<file path="src/rtl/apb_regbank_param_if.sv">
// apb_regbank_param_if: APB4 bus bundle between a master and the register bank
interface apb_regbank_param_if #(
  parameter int DATA_W = 32,
  parameter int ADDR_W = 32
);
  logic [ADDR_W-1:0]   paddr;
  logic                psel;
  logic                penable;
  logic                pwrite;
  logic [DATA_W-1:0]   pwdata;
  logic [DATA_W/8-1:0] pstrb;
  logic [DATA_W-1:0]   prdata;
  logic                pready;
  logic                pslverr;
  modport master (output paddr, psel, penable, pwrite, pwdata, pstrb, input prdata, pready, pslverr);
  modport slave (input paddr, psel, penable, pwrite, pwdata, pstrb, output prdata, pready, pslverr);
endinterface

</file>
<file path="src/rtl/apb_regbank_param.sv">
// apb_regbank_param: APB4 register bank with lockable DATA regs, CTRL lock and STATUS counters
module apb_regbank_param #(
  parameter int DATA_W = 32,
  parameter int ADDR_W = 32,
  parameter int NUM_REGS = 4,
  parameter int WAIT_STATES = 0,
  parameter logic [DATA_W-1:0] RST_VAL = '0
) (
  input  logic                       pclk,
  input  logic                       presetn,
  apb_regbank_param_if.slave         apb,
  output logic [NUM_REGS-1:0]        lock_o,
  output logic [NUM_REGS*DATA_W-1:0] data_o
);
  localparam int S = DATA_W / 8;
  localparam int LSB = $clog2(S);
  localparam int IW = NUM_REGS > 1 ? $clog2(NUM_REGS) : 1;
  typedef enum logic {IDLE, ACCESS} state_t;
  state_t state_q, state_d;
  logic [2:0] wcnt_q, wcnt_d;
  logic pready_q, pready_d, pslverr_q, pslverr_d;
  logic [DATA_W-1:0] prdata_q, prdata_d;
  logic err_q, err_d, wr_q, wr_d, csel_q, csel_d, ssel_q, ssel_d;
  logic [IW-1:0] idx_q, idx_d;
  logic [DATA_W-1:0] wdata_q, wdata_d, rd_q, rd_d;
  logic [S-1:0] strb_q, strb_d;
  logic [NUM_REGS-1:0] ctrl_q, ctrl_d;
  logic [NUM_REGS-1:0][DATA_W-1:0] data_q, data_d;
  logic [15:0] wr_cnt_q, wr_cnt_d, err_cnt_q, err_cnt_d;
  logic [ADDR_W-1:0] word;
  logic [IW-1:0] didx;
  logic is_ctrl, is_stat, dec_err, fire;
  logic [DATA_W-1:0] dec_rd;
  assign lock_o = ctrl_q;
  assign data_o = data_q;
  assign apb.pready = pready_q;
  assign apb.pslverr = pslverr_q;
  assign apb.prdata = prdata_q;
  always_comb begin
    word = apb.paddr >> LSB;
    didx = IW'(word - ADDR_W'(1));
    is_ctrl = word == '0;
    is_stat = word == ADDR_W'(NUM_REGS + 1);
    dec_err = (|apb.paddr[LSB-1:0]) || word > ADDR_W'(NUM_REGS + 1)
              || (apb.pwrite && !is_ctrl && !is_stat && ctrl_q[didx]);
    dec_rd = is_ctrl ? DATA_W'(ctrl_q) : is_stat ? DATA_W'({err_cnt_q, wr_cnt_q}) : data_q[didx];
  end
  always_comb begin
    state_d = state_q;
    wcnt_d = wcnt_q;
    err_d = err_q;
    wr_d = wr_q;
    csel_d = csel_q;
    ssel_d = ssel_q;
    idx_d = idx_q;
    wdata_d = wdata_q;
    strb_d = strb_q;
    rd_d = rd_q;
    ctrl_d = ctrl_q;
    data_d = data_q;
    wr_cnt_d = wr_cnt_q;
    err_cnt_d = err_cnt_q;
    fire = 1'b0;
    if (state_q == IDLE) begin
      if (apb.psel && !apb.penable) begin
        state_d = ACCESS;
        wcnt_d = 3'(WAIT_STATES);
        err_d = dec_err;
        wr_d = apb.pwrite;
        csel_d = is_ctrl;
        ssel_d = is_stat;
        idx_d = didx;
        wdata_d = apb.pwdata;
        strb_d = apb.pstrb;
        rd_d = dec_rd;
        fire = WAIT_STATES == 0;
      end
    end else if (!apb.psel) begin
      state_d = IDLE;
    end else if (pready_q) begin
      // completion edge: the only place architectural state changes
      state_d = IDLE;
      if (err_q) begin
        err_cnt_d = err_cnt_q + {15'd0, err_cnt_q != 16'hFFFF};
      end else if (wr_q && ssel_q) begin
        wr_cnt_d = '0;
        err_cnt_d = '0;
      end else if (wr_q) begin
        wr_cnt_d = wr_cnt_q + {15'd0, wr_cnt_q != 16'hFFFF};
        if (csel_q) ctrl_d = strb_q[0] ? wdata_q[NUM_REGS-1:0] : ctrl_q;
        else for (int k = 0; k < S; k++) if (strb_q[k]) data_d[idx_q][8*k +: 8] = wdata_q[8*k +: 8];
      end
    end else begin
      wcnt_d = wcnt_q - 3'd1;
      fire = wcnt_q == 3'd1;
    end
    pready_d = fire;
    pslverr_d = fire && err_d;
    prdata_d = (fire && !err_d && !wr_d) ? rd_d : '0;
  end
  always_ff @(posedge pclk or negedge presetn) begin
    if (!presetn) begin
      state_q <= IDLE;
      wcnt_q <= '0;
      pready_q <= 1'b0;
      pslverr_q <= 1'b0;
      prdata_q <= '0;
      err_q <= 1'b0;
      wr_q <= 1'b0;
      csel_q <= 1'b0;
      ssel_q <= 1'b0;
      idx_q <= '0;
      wdata_q <= '0;
      strb_q <= '0;
      rd_q <= '0;
      ctrl_q <= '0;
      data_q <= {NUM_REGS{RST_VAL}};
      wr_cnt_q <= '0;
      err_cnt_q <= '0;
    end else begin
      state_q <= state_d;
      wcnt_q <= wcnt_d;
      pready_q <= pready_d;
      pslverr_q <= pslverr_d;
      prdata_q <= prdata_d;
      err_q <= err_d;
      wr_q <= wr_d;
      csel_q <= csel_d;
      ssel_q <= ssel_d;
      idx_q <= idx_d;
      wdata_q <= wdata_d;
      strb_q <= strb_d;
      rd_q <= rd_d;
      ctrl_q <= ctrl_d;
      data_q <= data_d;
      wr_cnt_q <= wr_cnt_d;
      err_cnt_q <= err_cnt_d;
    end
  end
endmodule
</file>
<file path="src/flat_wrapper.sv">
// flat-port wrapper written by rule: the top's interface ports become plain ports
module apb_regbank_param_flat 
#(
  parameter int DATA_W = 32,
  parameter int ADDR_W = 32,
  parameter int NUM_REGS = 4,
  parameter int WAIT_STATES = 0,
  parameter logic [DATA_W-1:0] RST_VAL = '0
)
  (pclk, presetn, lock_o, data_o, apb_paddr, apb_psel, apb_penable, apb_pwrite, apb_pwdata, apb_pstrb, apb_prdata, apb_pready, apb_pslverr);
  apb_regbank_param_if #(.DATA_W(DATA_W), .ADDR_W(ADDR_W)) apb_i ();
  input  logic pclk;
  input  logic presetn;
  output logic [NUM_REGS-1:0] lock_o;
  output logic [NUM_REGS*DATA_W-1:0] data_o;
  input wire logic [$bits(apb_i.paddr)-1:0] apb_paddr;
  input wire logic [$bits(apb_i.psel)-1:0] apb_psel;
  input wire logic [$bits(apb_i.penable)-1:0] apb_penable;
  input wire logic [$bits(apb_i.pwrite)-1:0] apb_pwrite;
  input wire logic [$bits(apb_i.pwdata)-1:0] apb_pwdata;
  input wire logic [$bits(apb_i.pstrb)-1:0] apb_pstrb;
  output wire logic [$bits(apb_i.prdata)-1:0] apb_prdata;
  output wire logic [$bits(apb_i.pready)-1:0] apb_pready;
  output wire logic [$bits(apb_i.pslverr)-1:0] apb_pslverr;
  assign apb_i.paddr = apb_paddr;
  assign apb_i.psel = apb_psel;
  assign apb_i.penable = apb_penable;
  assign apb_i.pwrite = apb_pwrite;
  assign apb_i.pwdata = apb_pwdata;
  assign apb_i.pstrb = apb_pstrb;
  assign apb_prdata = apb_i.prdata;
  assign apb_pready = apb_i.pready;
  assign apb_pslverr = apb_i.pslverr;
  apb_regbank_param #(.DATA_W(DATA_W), .ADDR_W(ADDR_W), .NUM_REGS(NUM_REGS), .WAIT_STATES(WAIT_STATES), .RST_VAL(RST_VAL)) u_core (.pclk(pclk), .presetn(presetn), .apb(apb_i), .lock_o(lock_o), .data_o(data_o));
endmodule
</file>
<file path="config.mk">
export PLATFORM = sky130hd
export DESIGN_NAME = apb_regbank_param_flat
export DESIGN_NICKNAME = d
export VERILOG_FILES = /design/src/rtl/apb_regbank_param_if.sv /design/src/rtl/apb_regbank_param.sv /design/src/flat_wrapper.sv
export SDC_FILE = /design/constraint.sdc
export NUM_CORES = 1
export LEC_CHECK = 0
export ABC_CLOCK_PERIOD_IN_PS = 3600
export CAP_MARGIN = 10
export CELL_PAD_IN_SITES_DETAIL_PLACEMENT = 0
export CELL_PAD_IN_SITES_GLOBAL_PLACEMENT = 1
export CORE_ASPECT_RATIO = 2
export CORE_MARGIN = 3
export CORE_UTILIZATION = 26
export CTS_BUF_LIST = sky130_fd_sc_hd__clkbuf_8
export DETAILED_ROUTE_END_ITERATION = 7
export PLACE_DENSITY_LB_ADDON = 0.1
export SYNTH_ARGS = -nofsm -noshare
export SYNTH_HDL_FRONTEND = slang
export SYNTH_SLANG_ARGS = --single-unit
</file>
<file path="constraint.sdc">
create_clock -name pclk -period 3.6 [get_ports pclk]
set_input_delay 0.36 -clock pclk [delete_from_list [all_inputs] [get_ports pclk]]
set_output_delay 0.36 -clock pclk [all_outputs]
set_load 0.1 [all_outputs]
</file>
==> summary.txt, run 1 <==
Cell count after placement -> 1777
DRC errors left -> 0
Yosys warnings -> 0
GR Overflow Total -> 0
Post-Route Utilization -> 35.36%
Post-synth EDFFs -> 0
Clk buf depth -> 3
Top FF cell, synth -> dfrtp_1
Final hold violation count -> 0
Max Cap Viol -> 0
Share of layout cells above drive strength 1 -> 20.62%
Post-synth ARST share -> 100.0%
Setup crit end kind -> primary output
Skew-Pair Late Insertion Delay -> 580 ps
Core area -> 0.04528 mm2
Yosys top cell by area -> dfrtp_1
Total Nets Final -> 1347
Die width -> 158.0 um
Arr. time, crit path -> 2320 ps
Die area -> 0.04899 mm2
Clock-pin slew on the worst setup and hold paths -> 60 ps
Synth Instances -> 997
Final Max Slew Viols -> 0
RSZ-0062 raised after global routing -> no
Synthesized area -> 0.01202 mm2
Initial DRT Pass Iterations -> 5
Routed vias/inst -> 4.755
Post-synthesis compound-gate area fraction -> 4.342%
Initial antenna violation count -> 1
Setup Viol. Count Final -> 0
Post-DRT Antenna Nets -> 0
Worst hold path type -> in2reg
Synth top area cells -> dfrtp_1 57%, mux2_2 12%, nand2_1 6.4%
Status -> complete, no violations
Hold Path Cell Cnt -> 3
Clock Sink Count -> 276
Slew @ Worst Pin -> 1075 ps
Vias in the first global route -> 9705
Root buf cell -> clkbuf_8
GPL Wtd Cong -> 0.8081
Post-synthesis sequential area ratio -> 57.48%
Adder-cell share of the synthesized area -> 0.9371%
Final Non-Filler Cells -> 1857
DR vias -> 8830
IO Port Bufs -> 238
Syn nets -> 1079
Worst path bufs/invs -> 1
Total GRT Usage -> 17.06%
Area Overhead vs Synth -> 33.25%
Count leader, synth -> dfrtp_1
Power Dens Cells -> 399.8 mW/mm2
CP Class -> reg2out
Largest net degree at the start of global routing -> 118
F_max -> 0.3729 GHz
Worst hold path startpoint -> apb_pwdata[9]
Crit Reg-Reg Startpoint -> u_core.err_cnt_q[5]
Max incr delay on CP -> 1210 ps
Simple-Gate Fraction of Synth Area -> 15.24%
Worst Reg2Reg Path Length in Cells -> 9
Worst hold path endpoint -> u_core.wdata_q[9]
Post-synth top cells -> 276 x dfrtp_1, 206 x nand2_1, 130 x mux2_2, 66 x nand3_1, 33 x mux4_2
First-pass GRT wire length -> 62230 um
Max-slew headroom -> 28.12%
Synth Area in XOR/XNOR -> 1.385%
Worst vdd ir -> 0.2398 mV
Leakage dissipation -> 7.368 nW
Total Wirelength -> 41920 um
Largest family of logic cells by synthesized area -> multiplexers
Number of top-level pins -> 239
Critical Path Fanout Max -> 10
Initial DRC count -> 390
Detail Placement HPWL -> 29910 um
Slowest stage cell, crit path -> clkdlybuf4s50_1
Synth top area share -> 57.48%
Delay-heaviest family, CP -> buffers and inverters
Multiplexer share of the synthesized area -> 18.65%
Req. time, crit path -> 3240 ps
Reg-to-reg critical path endpoint -> u_core.err_cnt_q[10]
Count of cell types in the netlist -> 52
Initial Utilization -> 26.54%
Layout Skew -> 24.69 ps
CTS buffer count -> 45
Setup slack, reg-to-reg -> 990 ps
CP startpoint kind -> flip-flop
Row cnt -> 110
Final Cycle Share -> 74.49%
Final min period -> 2682 ps
Die Y -> 310.0 um
Setup tns final -> 0 ps
WL/cell -> 22.57 um
# H-tree levels -> 2
CTS tree -> yes
FF+latch count, synth -> 276
Cells along the critical path -> clkdlybuf4s50_1
Syn Area/Cell -> 12.05 um2
==> timing repair <==
item	CTS	global route
gates resized for setup	0	0
hold buffers	1	0
buffers inserted	0	0
endpoints found under the hold margin	111	0
==> worst register-to-register path: cells and delay by family, from the launching register on <==
kind | cells | cell delay (ps)
AOI/OAI and AO/OA | 1 | 150
adders and majority gates | 2 | 340
DFF | 1 | 460
and+or+nand+nor | 6 | 1590
==> worst max-delay path by stage <==
stage	cells after the start	to	slack (ps)	from
2_1_floorplan	11	u_core.apb.prdata[6]	610	apb_paddr[2]
3_3_place_gp	7	u_core.apb.prdata[0]	790	apb_paddr[3]
3_5_place_dp	6	u_core.data_o[127]	760	apb_psel
4_1_cts	1	apb_pready	840	u_core.apb.pready
5_1_grt	1	apb_pready	820	u_core.apb.pready
6_report	1	apb_pready	920	u_core.apb.pready
==> layer usage <==
metal	vias up	track usage (%)	part of all wire (%)
met5	-	0	0
met4	0	5.247	2.7
met3	62	3.646	5.4
met2	243	32.20	55
met1	4455	18.85	37
li1	4070	-	-
==> report_power, final <==
group / internal [W] / switching [W]
registers: 0.00320 / 0.000138
clock network: 0.00125 / 0.00131
logic: 0.000204 / 0.000295
==> state kept, by name (all words and copies together), names as in the netlist <==
register,count
u_core.wr_cnt_q,16
u_core.apb.pready,1
u_core.ssel_q,1
u_core.err_cnt_q,16
u_core.wr_q,1
u_core.state_q,1
u_core.strb_q,4
u_core.apb.pslverr,1
u_core.wdata_q,32
u_core.lock_o,4
u_core.err_q,1
u_core.apb.prdata,32
u_core.wcnt_q,3
u_core.idx_q,2
u_core.data_o,128
u_core.rd_q,32
u_core.csel_q,1
==> kinds of logic (layout without fill, tap and decap cells) <==
logic type / after synthesis / in the layout
AOI/OAI and AO/OA: 82 / 82
xor gates and xnor gates: 19 / 19
adders and majority gates: 9 / 9
buffers and inverters: 57 / 355
DFF: 276 / 276
muxes: 166 / 166
other: 0 / 2
and+or+nand+nor: 388 / 388
==> through the flow <==
stage	hold slack, ps	power (W)	setup WS [ps]	area [um2]
after floorplan	64.41	0.003611	614.1	12020
after global placement	444.5	0.003905	794.4	15190
after detailed placement	454.4	0.003912	759.9	15190
after CTS	249.8	0.006557	835.8	16010
after global routing	284.6	0.006730	820.0	16010
final	308.9	0.006401	918.2	16010
==> cell usage in the layout (no fill, tap or decap), types with 5 or more instances in the layout <==
cell type	synthesis	routed
and3_1	7	7
a21oi_1	10	10
mux4_2	33	33
nor3_1	9	8
ha_1	9	8
xnor2_1	10	10
xor2_1	9	9
buf_4	0	26
inv_1	9	30
nand4_1	12	12
a31oi_1	28	28
o21ai_0	22	22
mux2_2	130	130
nand2_1	206	205
nor4_1	12	12
clkdlybuf4s50_1	0	236
dfrtp_1	276	276
clkbuf_8	0	49
nand3_1	66	66
nor2_1	29	29
nand2_4	4	5
nor2b_1	16	16
==> layout make-up <==
| type | instances | area (um2) |
|---|---|---|
| repair buffers | 269 | 2668 |
| fillers | 4555 | 29270 |
| well taps | 560 | 700.7 |
| flip-flops and latches | 276 | 6907 |
| multi-input cells | 664 | 4896 |
| inverters | 9 | 33.78 |
| clock buffers | 49 | 674.4 |
| clock inverters | 28 | 127.6 |
| diodes | 2 | 5.005 |
Note: power is estimated with default switching activity, not from simulation.
==> inputs of run 2 (changes only) <==
--- a/config.mk
+++ b/config.mk
@@ -5,7 +5,7 @@
 export SDC_FILE = /design/constraint.sdc
 export NUM_CORES = 1
 export LEC_CHECK = 0
-export ABC_CLOCK_PERIOD_IN_PS = 3600
+export ABC_CLOCK_PERIOD_IN_PS = 2530
 export CAP_MARGIN = 10
 export CELL_PAD_IN_SITES_DETAIL_PLACEMENT = 0
 export CELL_PAD_IN_SITES_GLOBAL_PLACEMENT = 1
==> constraint.sdc (replaced) <==
create_clock -name pclk -period 2.53 [get_ports pclk]
set_input_delay 0.253 -clock pclk [delete_from_list [all_inputs] [get_ports pclk]]
set_output_delay 0.253 -clock pclk [all_outputs]
set_load 0.1 [all_outputs]
==> run 2 against run 1 <==
Count of clock-buffer cells in the layout up 5. Design area up 0.69%. Sequential share of layout area down 0.29 points. Register-to-register slack worse by 810 ps.
==> summary.txt, run 2 (synthesis results as in run 1) <==
Most common cell after layout, fill and taps aside -> dfrtp_1 (unchanged)
Skew-Pair Late Insertion Delay -> 580 ps (about the same)
Vias in the first global route -> 9815 (was 9705)
Comb pwr share -> 8.2% (was 7.8%)
Max reg flops -> 128 (unchanged)
Share of layout cells above drive strength 1 -> 37.30% (was 20.62%)
Placed instance area -> 0.01522 mm2 (was 0.01519 mm2)
RSZ-0062 raised after global routing -> no (unchanged)
DRC errors left -> 0 (unchanged)
Internal Power -> 0.006917 W (was 0.004660 W)
Max-slew headroom -> 54.18% (was 28.12%)
Root buf cell -> clkbuf_8 (unchanged)
Initial antenna violation count -> 2 (was 1)
Final Max Slew Viols -> 0 (unchanged)
Layout Skew -> 25.26 ps (was 24.69 ps)
WL/cell -> 21.80 um (was 22.57 um)
GR Overflow Total -> 0 (unchanged)
Critical Path Fanout Max -> 7 (was 10)
Row cnt -> 110 (unchanged)
Initial DRC count -> 295 (was 390)
Largest net degree at the start of global routing -> 68 (was 118)
CP Class -> reg2reg (was reg2out)
Die Y -> 310.0 um (unchanged)
Clock-pin slew on the worst setup and hold paths -> 70 ps (was 60 ps)
Initial Utilization -> 26.54% (unchanged)
Final min period -> 2351 ps
Initial DRT Pass Iterations -> 4 (was 5)
Power Dens Cells -> 583.3 mW/mm2 (was 399.8 mW/mm2)
Die width -> 158.0 um (unchanged)
Clock Sink Count -> 276 (unchanged)
CTS tree -> yes (unchanged)
First-pass GRT wire length -> 62730 um (was 62230 um)
CP startpoint kind -> flip-flop (unchanged)
Final Cycle Share -> 92.92%
Die area -> 0.04899 mm2 (unchanged)
Finished Cell Area -> 0.01612 mm2 (was 0.01601 mm2)
Clock power share -> 41.4% (was 40.0%)
Detail Placement HPWL -> 29990 um (was 29910 um)
Core area -> 0.04528 mm2 (unchanged)
Total Wirelength -> 41510 um (was 41920 um)
# H-tree levels -> 2 (unchanged)
GPL Wtd Cong -> 0.7489 (was 0.8081)
Post-DRT Antenna Nets -> 0 (unchanged)
Routed vias/inst -> 4.766 (was 4.755)
F_max -> 0.4254 GHz
Switching power -> 0.002487 W (was 0.001741 W)
Total GRT Usage -> 16.98% (was 17.06%)
Final Hold Slack -> 197.4 ps (was 308.9 ps)
Part of the power in registers -> 50.4% (was 52.2%)
Final hold violation count -> 0 (unchanged)
Max Cap Viol -> 0 (unchanged)
Worst vdd ir -> 0.3896 mV (was 0.2398 mV)
Leakage dissipation -> 7.985 nW (was 7.368 nW)
Setup Viol. Count Final -> 0 (unchanged)
Worst hold path type -> in2reg (unchanged)
Area Overhead vs Synth -> 34.16% (was 33.25%)
Commonest non-fill, non-tap cells in the layout -> 275 x dfrtp_1, 240 x buf_4, 205 x nand2_1, 130 x mux2_2, 70 x clkdlybuf4s50_1 (was 276 x dfrtp_1, 236 x clkdlybuf4s50_1, 205 x nand2_1, 130 x mux2_2, 66 x nand3_1)
IO Port Bufs -> 238 (unchanged)
Status -> complete, no violations (unchanged)
Net Sw Frac -> 26.44% (was 27.20%)
Slew @ Worst Pin -> 687.3 ps (was 1075 ps)
Total Nets Final -> 1398 (was 1347)
DR vias -> 9074 (was 8830)
Setup crit end kind -> flip-flop (was primary output)
CTS buffer count -> 44 (was 45)
Req. time, crit path -> 2990 ps (was 3240 ps)
Number of post-CTS setup repair buffers -> 0 (unchanged)
Number of top-level pins -> 239 (unchanged)
Arr. time, crit path -> 2810 ps (was 2320 ps)
Clk buf depth -> 3 (unchanged)
run 2: cell types whose count changed in the layout (fill, tap and decap cells not counted), moves of 2 or more:
cell,change
inv_1,-12
clkbuf_8,+5
and4_1,-2
clkinv_2,+3
buf_12,+4
buf_4,+214
clkdlybuf4s50_1,-166
and3_1,-2
run 2: critical path, cell delays in order (launching register included):
cell and delay (ps):
dfrtp_1 350, and3_4 190, nand3_1 90, or4_1 540, ha_1 210, and3_2 240, and4_4 230, a41oi_1 210
o21ai_0 100, o31ai_1 90
run 2: path summary, 6_finish.rpt:
path / start / endpoint / slack [ps] / cells past startpoint
worst min register to register: u_core.strb_q[1] / u_core.strb_q[1] / 470 / 2
max in group asynchronous: presetn / u_core.data_o[117] / 1360 / 3
worst max register to register: u_core.wr_cnt_q[10] / u_core.wr_cnt_q[9] / 180 / 9
min in group asynchronous: presetn / u_core.wdata_q[6] / 240 / 2
worst max-delay path: u_core.wr_cnt_q[10] / u_core.wr_cnt_q[9] / 180 / 9
worst min-delay path: apb_pwdata[13] / u_core.wdata_q[13] / 200 / 3
run 2: what timing repair did:
item	in CTS	in global routing
setup endpoints to repair	1	10
hold buffers	1	0
resized for setup	1	8
endpoints found under the hold margin	62	0
run 2: power groups by stage:
stage	Clock, W	Sequential [W]	Combinational (W)
floorplan	0	0.00479	0.000345
global placement	0	0.00482	0.000787
detailed placement	0	0.00482	0.000789
CTS	0.00410	0.00474	0.000795
global route	0.00426	0.00477	0.000865
finish	0.00389	0.00474	0.000771
run 2: metal layers:
metal  share of wire (%)  GRT usage (%)  wire (um)  vias up
li1                    -              -          -     4192
met3                 5.5          3.702       2274       65
met5               0.031              0         13        -
met1                  39          19.82      16230     4569
met4                 2.3          5.187        965        2
met2                  53          30.85      22030      246
run 2: cell type report:
type / instances / area, um2
multi-input combinational: 664 / 4922
fill: 4499 / 29160
sequential: 276 / 6908
antenna: 1 / 2.502
inverter: 9 / 33.78
tap: 560 / 700.7
clock inverter: 19 / 118.9
timing repair buffer: 321 / 2693
clock buffer: 54 / 743.2
run 2: stage by stage:
stage	util, %	setup WS [ps]	total power [W]	setup TNS (ps)	std cells
finish	35.60	179.0	0.009403	0	1904
global route	35.60	11.44	0.009887	0	1904
CTS	35.55	60.72	0.009632	0	1903
detailed placement	33.61	-161.1	0.005612	-2280	1829
global placement	33.61	-145.9	0.005609	-2419	1829
floorplan	-	1.686	0.005140	0	997
